<file path="config.mk">
export PLATFORM = sky130hd
export DESIGN_NAME = fifo_sync_shift_lvl
export DESIGN_NICKNAME = d
export VERILOG_FILES = /design/src/rtl/fifo_sync_shift_lvl.sv
export SDC_FILE = /design/constraint.sdc
export NUM_CORES = 1
export LEC_CHECK = 0
export ABC_AREA = 0
export BUFFER_PORTS_ARGS = -buffer_cell sky130_fd_sc_hd__buf_2
export CORE_ASPECT_RATIO = 1.25
export CORE_UTILIZATION = 55
export DETAILED_ROUTE_END_ITERATION = 12
export GPL_TIMING_DRIVEN = 0
export PLACE_DENSITY = 0.82
export SYNTH_ARGS = -nofsm -noshare
export SYNTH_HDL_FRONTEND = slang
export SYNTH_SLANG_ARGS = --single-unit
</file>
<file path="constraint.sdc">
create_clock -name clk -period 2.8 [get_ports clk]
set_input_delay 0.14 -clock clk [delete_from_list [all_inputs] [get_ports clk]]
set_output_delay 0.14 -clock clk [all_outputs]
set_load 0.005 [all_outputs]
</file>
<file path="src/rtl/fifo_sync_shift_lvl.sv">
// Shift-register FIFO with first-word-fall-through head, level count and almost-full/empty flags.
// Define FIFO_SHIFT_ERR_EN to add sticky overflow/underflow error flags cleared by err_clr.
module fifo_sync_shift_lvl #(
  parameter int DEPTH      = 4,
  parameter int WIDTH      = 16,
  parameter int AFULL_LVL  = 3,
  parameter int AEMPTY_LVL = 1,
  localparam int LW        = $clog2(DEPTH + 1)
) (
  input  logic             clk,
  input  logic             rst,
  input  logic [WIDTH-1:0] wr_data,
  input  logic             wr_ena,
  output logic             wr_full,
  output logic [WIDTH-1:0] rd_data,
  input  logic             rd_ena,
  output logic             rd_empty,
  input  logic             flush,
  output logic [LW-1:0]    level,
  output logic             afull,
  output logic             aempty,
  output logic             err_ovf,
  output logic             err_udf,
  input  logic             err_clr
);

  logic [WIDTH-1:0] data_q [DEPTH];
  logic [WIDTH-1:0] data_d [DEPTH];
  logic [DEPTH-1:0] valid_q, valid_d;
  logic [LW-1:0]    level_q, level_d;
  logic [LW-1:0]    wr_idx;
  logic             rd_acc, wr_acc;

  // Stage 0 is the head; all status flags come straight from flops.
  assign rd_empty = ~valid_q[0];
  assign wr_full  = valid_q[DEPTH-1];
  assign rd_data  = data_q[0];
  assign level    = level_q;
  assign afull    = int'(level_q) >= AFULL_LVL;
  assign aempty   = int'(level_q) <= AEMPTY_LVL;

  assign rd_acc = rd_ena & valid_q[0];
  assign wr_acc = wr_ena & (~valid_q[DEPTH-1] | rd_acc);
  // Free slot after this cycle's shift is exactly the post-read occupancy.
  assign wr_idx = level_q - LW'(rd_acc);

  // NOTE: every variable gets a default at the top so no path leaves it unassigned (no latches).
  always_comb begin
    data_d  = data_q;
    valid_d = valid_q;
    level_d = level_q;
    if (flush) begin
      valid_d = '0;
      level_d = '0;
    end else begin
      if (rd_acc) begin
        // Stages whose upstream neighbour is empty keep their data, so the head
        // holds its last contents rather than picking up stale words.
        for (int i = 0; i < DEPTH - 1; i++) begin
          valid_d[i] = valid_q[i+1];
          if (valid_q[i+1]) data_d[i] = data_q[i+1];
        end
        valid_d[DEPTH-1] = 1'b0;
      end
      if (wr_acc) begin
        for (int i = 0; i < DEPTH; i++) begin
          if (LW'(i) == wr_idx) begin
            data_d[i]  = wr_data;
            valid_d[i] = 1'b1;
          end
        end
      end
      level_d = level_q + LW'(wr_acc) - LW'(rd_acc);
    end
  end

  // NOTE: non-blocking assignments for all flops so every stage samples pre-edge values.
  // NOTE: the data chain is reset as well, so rd_data is a defined 0 out of reset.
  always_ff @(posedge clk or posedge rst) begin
    if (rst) begin
      for (int i = 0; i < DEPTH; i++) data_q[i] <= '0;
      valid_q <= '0;
      level_q <= '0;
    end else begin
      for (int i = 0; i < DEPTH; i++) data_q[i] <= data_d[i];
      valid_q <= valid_d;
      level_q <= level_d;
    end
  end

`ifdef FIFO_SHIFT_ERR_EN
  logic err_ovf_q, err_ovf_d;
  logic err_udf_q, err_udf_d;
  logic ovf_set, udf_set;

  // Flush overrides the requests, so neither counts as an error that cycle.
  assign ovf_set = wr_ena & ~wr_acc & ~flush;
  assign udf_set = rd_ena & ~valid_q[0] & ~flush;

  always_comb begin
    err_ovf_d = ovf_set | (err_ovf_q & ~err_clr);
    err_udf_d = udf_set | (err_udf_q & ~err_clr);
  end

  always_ff @(posedge clk or posedge rst) begin
    if (rst) begin
      err_ovf_q <= 1'b0;
      err_udf_q <= 1'b0;
    end else begin
      err_ovf_q <= err_ovf_d;
      err_udf_q <= err_udf_d;
    end
  end

  assign err_ovf = err_ovf_q;
  assign err_udf = err_udf_q;
`else
  logic unused_err_clr;
  assign unused_err_clr = err_clr;
  assign err_ovf        = 1'b0;
  assign err_udf        = 1'b0;
`endif

endmodule
</file>
After elaboration in Yosys (flattened, before gate mapping) --
Cells that the tools add are included. W data, S select, Z words.
Operators by class: $add $sub $neg 3, $lt $le $gt $ge 2, equal/unequal tests 3, mux-type cells 17, bitwise logic cells 6, reduce and logical (&&, ||, !) cells 2
Operators by type and width (number):
- $mux W16 | 7
- $mux W64 | 1
- $mux W48 | 1
- $mux W4 | 3
- $eq A2 B3 Y1 const A | 2
- $sub A3 B1 Y3 | 2
- $mux W1 | 4
- $add A3 B1 Y3 | 1
- $eq A1 B3 Y1 const A | 1
- $ge A3 B2 Y1 const B | 1
- $le A3 B1 Y1 const B | 1
- $logic_not A3 Y1 | 1
- $mux W3 | 1
- $not A1 Y1 | 3
- $reduce_and A3 Y1 | 1
- $and A1 B1 Y1 | 2
- $or A1 B1 Y1 | 1
Storage, ports and cells: bits in registers 71, bits of input ports 22, output and inout port bits 25

Longest topological paths before layout --
depth in word-level cells 6, depth in mapped cells 10, mapped depth without buffers 8

Worst setup path after synthesis --
Ideal clock, no wire load.
path type register to register, start point register level_q[0], in the netlist level[0], end point register data_q[0] (netlist name), library setup time 125 ps, data arrival time 2397 ps, data required time 2675 ps, path slack 278 ps, stages on the path, launching flop included 9, period minus slack after synthesis 2522 ps, cell sequence dfrtp_1 and3b_1 clkbuf_1 ha_1 xnor2_1 nand2_1 nor4_2 buf_2 mux2_2
On the way: word-level cells in the longest chain between the ends 3
RTL lines:
- from (decl) | line 30 | logic [LW-1:0] level_q, level_d;
- from (signal assigned) | line 87 | level_q <= level_d;
- $sub A3 B1 Y3 | line 45 | assign wr_idx = level_q - LW'(rd_acc);
- $eq A2 B3 Y1 | line 67 | if (LW'(i) == wr_idx) begin
- $reduce_and A3 Y1 (no source line)
- to (decl) | line 27 | logic [WIDTH-1:0] data_q [DEPTH];
No other way between the ends. A chain may end at the register's enable or synchronous reset.

Worst setup path in the final report --
start point register level_q[0], in the netlist level[0], end point register data_q (netlist bit rd_data[6])
On the way: word-level cells in the longest chain between the ends 4
RTL lines:
- $sub A3 B1 Y3 | line 45
- $logic_not A3 Y1 | line 67
- $mux W16 | line 67
- $mux W64 | line 65 | if (wr_acc) begin
No other way between the ends.

==> results by group <==
Min path
  • Hold Crit Depth: 2
  • Min-Delay Endpoint: data_q[6]$_DFFE_PP0P_
  • Hold_sp: wr_data[6]
  • Hold Path Class: input port to flop

Cells and area
  • Area grow syn2layout: 18.7%
  • Proportion of layout cells with a drive suffix above 1: 0.290
  • Most frequent cells in the layout: dfrtp_1 (71), buf_2 (51), a221o_1 (48), nand2_1 (37), nor2b_1 (33)
  • Non-filler cells, final: 482
  • Fin util: 0.683
  • NumNets Final: 420
  • Most common cell after layout, fill and taps aside: dfrtp_1
  • Antenna Cells: 0
  • Design area: 4240 sq um

Timing
  • Worst Clk Skew: 0.00855 ns
  • RSZ-0062 raised after global routing: true
  • Fin crit period: around 2.7 ns
  • Hold Vio Cnt, Final: 0
  • Max_slew headroom: 0.488
  • Final setup TNS: 0 ns
  • Worst Max-Slew Pin Slew: 0.762 ns
  • Final Cycle Share: 0.971
  • Max Transition Viols Final: 0
  • Setup Viol. Count Final: 0
  • Peak Freq: roughly 0.37 GHz

Clocking
  • Worst-Skew Late Latency: 0.35 ns
  • CTS sink cnt: 71
  • TritonCTS buffer count: 9
  • Clock-pin slew on the worst setup and hold paths: 0.08 ns
  • # H-tree levels: 3
  • Clock Path Buffers: 2
  • Clock root cell: clkbuf_8
  • CTS tree: yes

Setup path
  • Startpoint Class: flop
  • R2R Setup Slk: 0.08 ns
  • Crit Path Max Fanout: 10
  • Critical Path, Cell by Cell: and3b_2 > ha_2 > and2_1 > and3_1 > buf_2 > and2_1 > clkbuf_1 > clkbuf_2 > a221o_1
  • Reg2reg path depth: 9
  • Crit path max-delay cell type: dfrtp_1
  • WP data required: 3.03 ns
  • Reg2reg start: level[0]$_DFF_PP0_
  • CP dominant cell by count: and2_1
  • Slowest cell delay on critical path: 0.42 ns
  • Crit end category: flop
  • Capturing point of the worst reg2reg path: rd_data[6]$_DFFE_PP0N_
  • Crit Path Class: flop to flop
  • WP buf/inv: 3
  • Top cell family by delay on the critical path: simple AND/OR/NAND/NOR gates
  • CP Data Arrival Time: 2.95 ns

Pwr
  • LEAKAGE: 2.03 nW
  • Design Power: 0.00415 W
  • Combinational share of power: 0.325
  • Switching Fraction: 0.302
  • Max IR drop VDD: approximately 530 uV
  • Reg power frac: 0.413
  • P_sw: 0.00125 W
  • Pwr dens: 980 nW/um^2
  • Pint: 0.00290 W
  • Clock network fraction of design power: 0.262

Flow run
  • Max-cap viol count: 0

Detailed routing
  • Routed wire per std cell: 16.0 um
  • Drt pass-1 iters: 4
  • DRC viols: 0
  • Antenna viol nets, final: 0
  • 1st-iter DRT viols: 219
  • Via-to-Cell Ratio: 5.61
  • Via count: 2703
  • DRT Wirelength: 7710 um

Logic synthesis
  • Post-synth ARST share: 1.00
  • EDFF count, synth: 0
  • Yosys cell types: 37
  • Syn Inst Count: roughly 330
  • Synth Cell Area: ~3600 sq um
  • Synthesis warning total: 0
  • Mean Syn Cell Area: 10.7 sq um
  • Register area share after synthesis: 0.498
  • Ys flop type: dfrtp_1
  • FF+latch count, synth: between 70 and 80

Placement
  • RePlAce Congestion: 0.808
  • I/O Buffers: 43
  • Post-DP HPWL: 5720 um
  • Placed standard-cell area: 3920 sq um
  • Placed Instances: 463

Floorplan
  • FP Rows: 32
  • Overall die width: 74.1 um
  • Starting Density: 0.575
  • IO Pins: 47
  • Die Ht: 92.1 um
  • Core area: 6210 sq um
  • Die area: 6820 sq um

GRT
  • GR Overflow Total: 0
  • Initial antenna violation count: 0
  • First-pass GRT wire length: ~13000 um
  • Vias in the first global route: ~2700
  • Tot GR Track Use: 0.253
  • Largest net degree at the start of global routing: 38

Status
  • Status: finished clean
[metrics by stage]
stage / hold slack (ns) / setup WS (ns)
3_5_place_dp: 0.300 / -0.117
2_1_floorplan: 0.292 / 0.278
3_3_place_gp: 0.386 / -0.0665
4_1_cts: 0.0322 / 0.0947
5_1_grt: 0.0326 / -0.0324
6_report: 0.0347 / 0.0821
[timing repair]
item / 4_1_cts / 5_1_grt
setup buffers: 0 / 3
setup endpoints to repair: 28 / 32
hold buffers: 1 / 0
endpoints found under the hold margin: 34 / 0
resized for setup: 4 / 2
pin swaps: 0 / 1
[registers in the layout, indices dropped and copies added, names as in the netlist]
register,flops
data_q,48
level,3
rd_data,16
valid_q,4
[final cells by class]
cell class	instances	area, sq um
Buffer	41	236
Tap cell	85	106
Clock buffer	11	141
Fill cell	466	1970
Multi-Input combinational cell	215	1560
Clock inverter	5	129
Timing Repair Buffer	48	268
Inverter	6	22.5
Sequential cell	71	1780
[cells in the mapped netlist (all sizes together) (3+ instances only)]
cell    count  share of area
clkbuf     13          0.014
nor2       22          0.023
inv         6         0.0063
nand2      37          0.039
a21oi      20          0.028
nor2b      33          0.058
dfrtp      71           0.50
nor3        3         0.0042
mux2       16          0.050
buf        29          0.053
ha          5          0.018
a221o      48           0.13
[layer usage]
metal | track usage | share of wire
met1 | 0.333 | 0.45
met2 | 0.411 | 0.49
met3 | 0.0451 | 0.043
met4 | 0.0946 | 0.022
met5 | 0 | 0
[logic make-up after synthesis]
| family | after synthesis | synth area share |
|---|---|---|
| DFF | 71 | 0.498 |
| other | 1 | 0.00105 |
| buffers and inverters | 48 | 0.0732 |
| muxes | 16 | 0.0505 |
| xor gates and xnor gates | 3 | 0.00736 |
| adders and majority gates | 6 | 0.0231 |
| AOI/OAI and AO/OA | 81 | 0.198 |
| and+or+nand+nor | 107 | 0.150 |
[power groups by stage]
stage          clock (W)  sequential [W]  combinational (W)
2_1_floorplan          0         0.00164            0.00100
3_3_place_gp           0         0.00169            0.00125
3_5_place_dp           0         0.00173            0.00132
4_1_cts          0.00110         0.00171            0.00134
5_1_grt          0.00114         0.00177            0.00150
6_report         0.00109         0.00172            0.00135
[worst reg2reg max path, stage by stage (launching register included)]
cell	delay, ns
dfrtp_1	0.42
and3b_2	0.32
ha_2	0.34
and2_1	0.21
and3_1	0.19
buf_2	0.17
and2_1	0.15
clkbuf_1	0.18
clkbuf_2	0.23
a221o_1	0.40
[worst max-delay path by stage]
stage / startpoint / to / slack, ns / cells after the start
after floorplan: level[0]$_DFF_PP0_ / data_q[0]$_DFFE_PP0P_ / 0.28 / 8
after global placement: level[0]$_DFF_PP0_ / data_q[6]$_DFFE_PP0P_ / -0.07 / 8
after detailed placement: level[0]$_DFF_PP0_ / data_q[7]$_DFFE_PP0P_ / -0.12 / 8
after CTS: level[0]$_DFF_PP0_ / rd_data[6]$_DFFE_PP0N_ / 0.09 / 9
after global routing: level[0]$_DFF_PP0_ / rd_data[6]$_DFFE_PP0N_ / -0.03 / 9
final: level[0]$_DFF_PP0_ / rd_data[6]$_DFFE_PP0N_ / 0.08 / 9
Note: power is estimated with default switching activity, not from simulation.
